===== src/rtl/dl_mem_arbiter_pkg.sv =====
// Shared types and constants for the HPS download / CPU memory-port arbiter.
// The ioctl index values select the target of an HPS write.
package dl_mem_arbiter_pkg;

    typedef enum logic [1:0] {
        ST_RUN  = 2'd0,
        ST_LOAD = 2'd1,
        ST_HOLD = 2'd2
    } arb_state_t;

    localparam logic [7:0] IDX_ROM = 8'd0;
    localparam logic [7:0] IDX_MOD = 8'd1;
    localparam logic [7:0] IDX_DIP = 8'd254;

    // DIP writes use byte addresses 0..2, one per switch bank.
    localparam int DIP_BANKS = 3;

endpackage


===== src/rtl/dl_mem_arbiter.sv =====
// Arbitrates the shared memory port between the CPU and HPS ROM download,
// holds the CPU in reset during and after a download, and decodes DIP/mod writes.
//
// state | meaning
// RUN   | CPU owns the memory port, cpu_reset low
// LOAD  | HPS download active, ROM bytes committed from the write buffer
// HOLD  | download done, CPU reset stretched for HOLD_CYCLES cycles
module dl_mem_arbiter
    import dl_mem_arbiter_pkg::*;
#(
    parameter int ROM_AW      = 16,
    parameter int HOLD_CYCLES = 16
) (
    input  logic              clk_sys,
    input  logic              reset,

    input  logic              ioctl_download,
    input  logic              ioctl_wr,
    input  logic [24:0]       ioctl_addr,
    input  logic [7:0]        ioctl_dout,
    input  logic [7:0]        ioctl_index,
    output logic              ioctl_wait,

    input  logic [15:0]       cpu_addr,
    input  logic [7:0]        cpu_wdata,
    input  logic              cpu_we,

    output logic [15:0]       mem_addr,
    output logic [7:0]        mem_wdata,
    output logic              mem_we,

    output logic              cpu_reset,
    output logic [7:0]        mod,
    output logic [7:0]        sw0,
    output logic [7:0]        sw1,
    output logic [7:0]        sw2,
    output logic [ROM_AW:0]   dl_count,
    output logic              err_oversize,
    output logic              err_overrun
);

    localparam int CNT_W = (HOLD_CYCLES > 1) ? $clog2(HOLD_CYCLES) : 1;
    localparam logic [CNT_W-1:0] HOLD_RELOAD = CNT_W'(HOLD_CYCLES - 1);
    localparam logic [ROM_AW:0]  COUNT_MAX   = {(ROM_AW+1){1'b1}};

    arb_state_t       state;
    arb_state_t       state_nxt;
    logic [CNT_W-1:0] hold_cnt;

    logic             buf_valid;
    logic [7:0]       buf_index;
    logic [24:0]      buf_addr;
    logic [7:0]       buf_data;

    logic             enter_load;
    logic             rom_in_range;
    logic             rom_commit;
    logic             rom_oversize;
    logic             mod_commit;
    logic             dip_commit;
    logic             wr_accept;
    logic             wr_overrun;

    // ------------------------------------------------------------------
    // Next-state logic
    // ------------------------------------------------------------------
    always_comb begin
        state_nxt = state;
        case (state)
            ST_RUN: begin
                if (ioctl_download)
                    state_nxt = ST_LOAD;
            end
            ST_LOAD: begin
                // A write still sitting in the buffer must commit as ROM data first.
                if (!ioctl_download && !buf_valid)
                    state_nxt = ST_HOLD;
            end
            ST_HOLD: begin
                if (ioctl_download)
                    state_nxt = ST_LOAD;
                else if (hold_cnt == '0)
                    state_nxt = ST_RUN;
            end
            default: state_nxt = ST_HOLD;
        endcase
    end

    assign enter_load = (state != ST_LOAD) && (state_nxt == ST_LOAD);

    always_ff @(posedge clk_sys or posedge reset) begin
        if (reset) begin
            state    <= ST_HOLD;
            hold_cnt <= HOLD_RELOAD;
        end else begin
            state <= state_nxt;
            if (state == ST_LOAD && state_nxt == ST_HOLD)
                hold_cnt <= HOLD_RELOAD;
            else if (state == ST_HOLD && hold_cnt != '0)
                hold_cnt <= hold_cnt - 1'b1;
        end
    end

    // ------------------------------------------------------------------
    // One-entry write buffer: capture on ioctl_wr, commit next cycle
    // ------------------------------------------------------------------
    assign wr_accept  = ioctl_wr && !buf_valid;
    assign wr_overrun = ioctl_wr &&  buf_valid;

    always_ff @(posedge clk_sys or posedge reset) begin
        if (reset) begin
            buf_valid <= 1'b0;
            buf_index <= '0;
            buf_addr  <= '0;
            buf_data  <= '0;
        end else begin
            buf_valid <= wr_accept;
            if (wr_accept) begin
                buf_index <= ioctl_index;
                buf_addr  <= ioctl_addr;
                buf_data  <= ioctl_dout;
            end
        end
    end

    assign ioctl_wait = buf_valid;

    // ------------------------------------------------------------------
    // Commit decode
    // ------------------------------------------------------------------
    assign rom_in_range = ((buf_addr >> ROM_AW) == 25'd0);

    always_comb begin
        rom_commit   = 1'b0;
        rom_oversize = 1'b0;
        mod_commit   = 1'b0;
        dip_commit   = 1'b0;
        if (buf_valid) begin
            if (buf_index == IDX_ROM && state == ST_LOAD) begin
                rom_commit   = rom_in_range;
                rom_oversize = !rom_in_range;
            end
            if (buf_index == IDX_MOD && buf_addr == 25'd0)
                mod_commit = 1'b1;
            if (buf_index == IDX_DIP && buf_addr < 25'(DIP_BANKS))
                dip_commit = 1'b1;
        end
    end

    // ------------------------------------------------------------------
    // Memory port mux and CPU reset
    // ------------------------------------------------------------------
    always_comb begin
        mem_addr  = buf_addr[15:0];
        mem_wdata = buf_data;
        mem_we    = rom_commit;
        cpu_reset = 1'b1;
        if (state == ST_RUN) begin
            mem_addr  = cpu_addr;
            mem_wdata = cpu_wdata;
            mem_we    = cpu_we;
            cpu_reset = 1'b0;
        end
    end

    // ------------------------------------------------------------------
    // Download bookkeeping and sticky error flags
    // ------------------------------------------------------------------
    always_ff @(posedge clk_sys or posedge reset) begin
        if (reset) begin
            dl_count     <= '0;
            err_oversize <= 1'b0;
            err_overrun  <= 1'b0;
        end else if (enter_load) begin
            dl_count     <= '0;
            err_oversize <= 1'b0;
            err_overrun  <= 1'b0;
        end else begin
            if (rom_commit && dl_count != COUNT_MAX)
                dl_count <= dl_count + 1'b1;
            if (rom_oversize)
                err_oversize <= 1'b1;
            if (wr_overrun)
                err_overrun <= 1'b1;
        end
    end

    // ------------------------------------------------------------------
    // Game-select and DIP registers
    // ------------------------------------------------------------------
    always_ff @(posedge clk_sys or posedge reset) begin
        if (reset) begin
            mod <= 8'h00;
            sw0 <= 8'hFF;
            sw1 <= 8'hFF;
            sw2 <= 8'hFF;
        end else begin
            if (mod_commit)
                mod <= buf_data;
            if (dip_commit) begin
                case (buf_addr[1:0])
                    2'd0:    sw0 <= buf_data;
                    2'd1:    sw1 <= buf_data;
                    default: sw2 <= buf_data;
                endcase
            end
        end
    end

endmodule


===== config.mk =====
export PLATFORM = sky130hd
export DESIGN_NAME = dl_mem_arbiter
export DESIGN_NICKNAME = d
export VERILOG_FILES = /design/src/rtl/dl_mem_arbiter_pkg.sv /design/src/rtl/dl_mem_arbiter.sv
export SDC_FILE = /design/constraint.sdc
export NUM_CORES = 1
export LEC_CHECK = 0
export BUFFER_PORTS_ARGS = -buffer_cell sky130_fd_sc_hd__buf_2
export CAP_MARGIN = 0
export CORE_ASPECT_RATIO = 0.6
export CORE_MARGIN = 2
export CORE_UTILIZATION = 46
export DETAILED_ROUTE_END_ITERATION = 10
export PLACE_DENSITY = 0.84
export RECOVER_POWER = 50
export SYNTH_ARGS = -nofsm -noshare
export SYNTH_HDL_FRONTEND = slang
export SYNTH_SLANG_ARGS = --single-unit

===== constraint.sdc =====
create_clock -name clk_sys -period 3.4 [get_ports clk_sys]
set_clock_uncertainty 0.15 [all_clocks]
set_input_delay 0.68 -clock clk_sys [delete_from_list [all_inputs] [get_ports clk_sys]]
set_output_delay 0.68 -clock clk_sys [all_outputs]
set_load 0.1 [all_outputs]

==> impl_metrics.csv <==
group,metric,value,unit
sta,hold_viol,0,
setup_path,cp-end-kind,"primary output",
power,power_density,610,nW/um^2
setup_path,cp_slowest_stage_delay,510,ps
power,fin_total_pwr,0.00358,W
placed_design,io_buffers,147,
detailed_routing,totalWireLength,11.9,mm
clock_network,cts_setup_buffers,0,
floorplanning,core,9880,sq um
sta,tns,0,ps
cells_and_area,final_nets,584,
worst_hold_path,hp-class,"reg -> reg",
setup_path,r2r-start,"dl_count[0]",
global_routing,grt_pass1_vias,3660,
global_routing,grt_usage,22.8,%
setup_path,rr_endpoint,"dl_count[3]",
detailed_routing,drtIter0Drc,193,
setup_path,arrival,2270,ps
floorplanning,ioPinCount,148,
setup_path,critPathKind,"reg -> out",
clock_network,cts_tree,"done",
placed_design,globalplace.congestion,0.931,
setup_path,reg2reg_slack,350,ps
cells_and_area,final_cell_mix,"131 x buf_2, 97 x mux2_2, 70 x dfrtp_1, 29 x dfstp_2, 20 x clkbuf_1",
setup_path,rr_worst_depth,8,
outcome,violations,"capacitance limit, slew limit",
worst_hold_path,hp-start,"mod[2]",
cells_and_area,diodes,0,
logic_synthesis,synth_cell_types,50,
clock_network,hold_buffers,0,
logic_synthesis,synth_edf_count,0,
cells_and_area,area_delta_synth_final,25.5,%
clock_network,clkLatencyLatePin,340,ps
outcome,status,"complete, but fails checks",
setup_path,path_cells,"nor4_4 -> and3_1 -> a32o_1 -> buf_2",
floorplanning,die_w,134,um
global_routing,grt_pass1_wl,19.1,mm
detailed_routing,vias,3667,
sta,finalCritPeriodShare,91.1,%
setup_path,worstPathRequired,2570,ps
logic_synthesis,syn_inst,359,
sta,slew_headroom,-25.2,%
setup_path,critical-path-top-delay-family,"simple AND/OR/NAND/NOR gates",
sta,rsz0062_at_grt,"false",
clock_network,cts.repair.resized,0,
clock_network,cts_buffers,9,
sta,finalCriticalPeriod,3100,ps
power,power.leakage,2.67,nW
floorplanning,die_area,11000,sq um
cells_and_area,final_common_cell,"buf_2",
global_routing,grt_overflow,0,
sta,max_clock_freq,0.323,GHz
clock_network,ctsLongestPathBuffers,2,
power,ir_worst_vdd,0.514,mV
floorplanning,rows,28,
clock_network,ctsHtreeMaxLevel,3,
logic_synthesis,ys_warn_count,0,
logic_synthesis,synth_seq_cells,99,
floorplanning,floorplan.initialDensity,47.3,%
setup_path,cp_max_fo,12,
logic_synthesis,syn_avg_cell_area,13.0,sq um
global_routing,antenna_found_initial,1,
logic_synthesis,ys_seq_area_share,53.8,%
sta,worst_pin_slew,1870,ps
setup_path,crit_slowest_cell,"and3_1",
clock_network,cts_root_buffer,"clkbuf_16",
sta,finalSetupViolCount,0,
clock_network,cts_sinks,99,
detailed_routing,postRouteAntennaNets,0,
clock_network,cts.clk_slew.worst_paths,70,ps
floorplanning,die_h,82.1,um
detailed_routing,first_pass_iters,5,
logic_synthesis,ys.flop_type,"dfrtp_1",
detailed_routing,post-route-drc-count,0,
sta,drv_slew,43,
global_routing,grt_max_degree,58,
setup_path,critPathLaunchType,"flop",
worst_hold_path,holdPathStages,1,
logic_synthesis,synth_area,4680,sq um
run,maxCapViolCount,1,
placed_design,dp_hpwl,8.87,mm
detailed_routing,via_per_inst,5.63,
setup_path,crit_buf_inv,1,
cells_and_area,drive_above_1_share,56.6,%
worst_hold_path,hold_end,"mod[2]",
logic_synthesis,async_flop_share,100,%
logic_synthesis,synth_nets,432,
detailed_routing,wl_per_cell,18.3,um
[area by class of cell]
cell class                      instances  area [sq um]
Timing Repair Buffer                  155           785
Clock buffer                           14           264
Multi-Input combinational cell        239          2070
Clock inverter                          2          35.0
Fill cell                             827          4010
Tap cell                              135           169
Inverter                                7          27.5
Sequential cell                        99          2510
[per-stage QoR]
| step | utilization [%] | instances | setup WS [ps] | area (sq um) | hold slack, ps |
|---|---|---|---|---|---|
| after global placement | 56.6 | 635 | 685 | 5590 | 334 |
| after floorplan | - | 359 | 11.3 | 4680 | 331 |
| final | 59.4 | 651 | 303 | 5870 | 358 |
| after CTS | 59.7 | 651 | 284 | 5890 | 251 |
| after global routing | 59.4 | 651 | 143 | 5870 | 382 |
| after detailed placement | 56.6 | 635 | 486 | 5590 | 340 |
[state kept, by name, indices dropped and copies added, names as in the netlist]
signal,flops
buf_addr,25
buf_data,8
buf_index,8
dl_count,17
err_overrun,1
err_oversize,1
hold_cnt,4
ioctl_wait,1
mod,8
state,2
sw0,8
sw1,8
sw2,8
[metal layers]
layer	GRT usage, %	routed length, um	part of all wire [%]	vias to the layer above
met4	7.58	239	2.0	2
met1	29.9	5190	43	1818
met5	0	13	0.11	-
li1	-	-	-	1649
met3	5.98	881	7.4	31
met2	37.5	5610	47	167
[report_power, final]
| part | internal (W) | leakage [nW] | switching (W) |
|---|---|---|---|
| combinational | 0.000291 | 1.34 | 0.000844 |
| sequential | 0.00130 | 1.18 | 0.000109 |
| clock | 0.000611 | 0.147 | 0.000419 |
[kinds of logic (layout without fill, tap and decap cells)]
| group | after synthesis | after routing | share of synthesized area (%) |
|---|---|---|---|
| muxes | 103 | 103 | 24.6 |
| and+or+nand+nor | 100 | 100 | 14.0 |
| DFF | 99 | 99 | 53.8 |
| AOI/OAI and AO/OA | 30 | 30 | 4.25 |
| buffers and inverters | 21 | 178 | 1.93 |
| adders and majority gates | 3 | 3 | 0.803 |
| xor gates and xnor gates | 3 | 3 | 0.562 |
[cell usage after synthesis (2+ instances only)]
library cell  count  area [sq um]
mux2_2           97          1090
dfrtp_1          70          1750
dfstp_2          29           762
nand2_1          17          63.8
clkbuf_1         12          45.0
nand3_1          12          60.1
nor2_1           12          45.0
a21oi_1          11          55.1
nand4_1          10          62.6
inv_1             7          26.3
nor4_1            7          43.8
mux2i_1           6          60.1
nor3_1            6          30.0
nand2b_1          5          31.3
nand4b_1          4          35.0
o21ai_0           4          20.0
o41ai_1           4          35.0
ha_1              3          37.5
nor4_4            3          63.8
or4_1             3          22.5
a31oi_1           2          12.5
and4_1            2          17.5
nor3_2            2          20.0
nor4b_1           2          17.5
o31ai_1           2          15.0
or3_1             2          12.5
xor2_1            2          17.5
[worst max-delay path by stage]
stage | from | to | slack (ps) | cells past startpoint
6_report | buf_addr[19] | mem_we | 300 | 4
5_1_grt | buf_addr[19] | mem_we | 140 | 4
4_1_cts | buf_addr[19] | mem_we | 280 | 4
3_5_place_dp | dl_count[0] | dl_count[3] | 490 | 8
3_3_place_gp | dl_count[0] | dl_count[3] | 680 | 8
2_1_floorplan | ioctl_wait | mem_we | 10 | 3
Power figures use the tool's default switching activity.
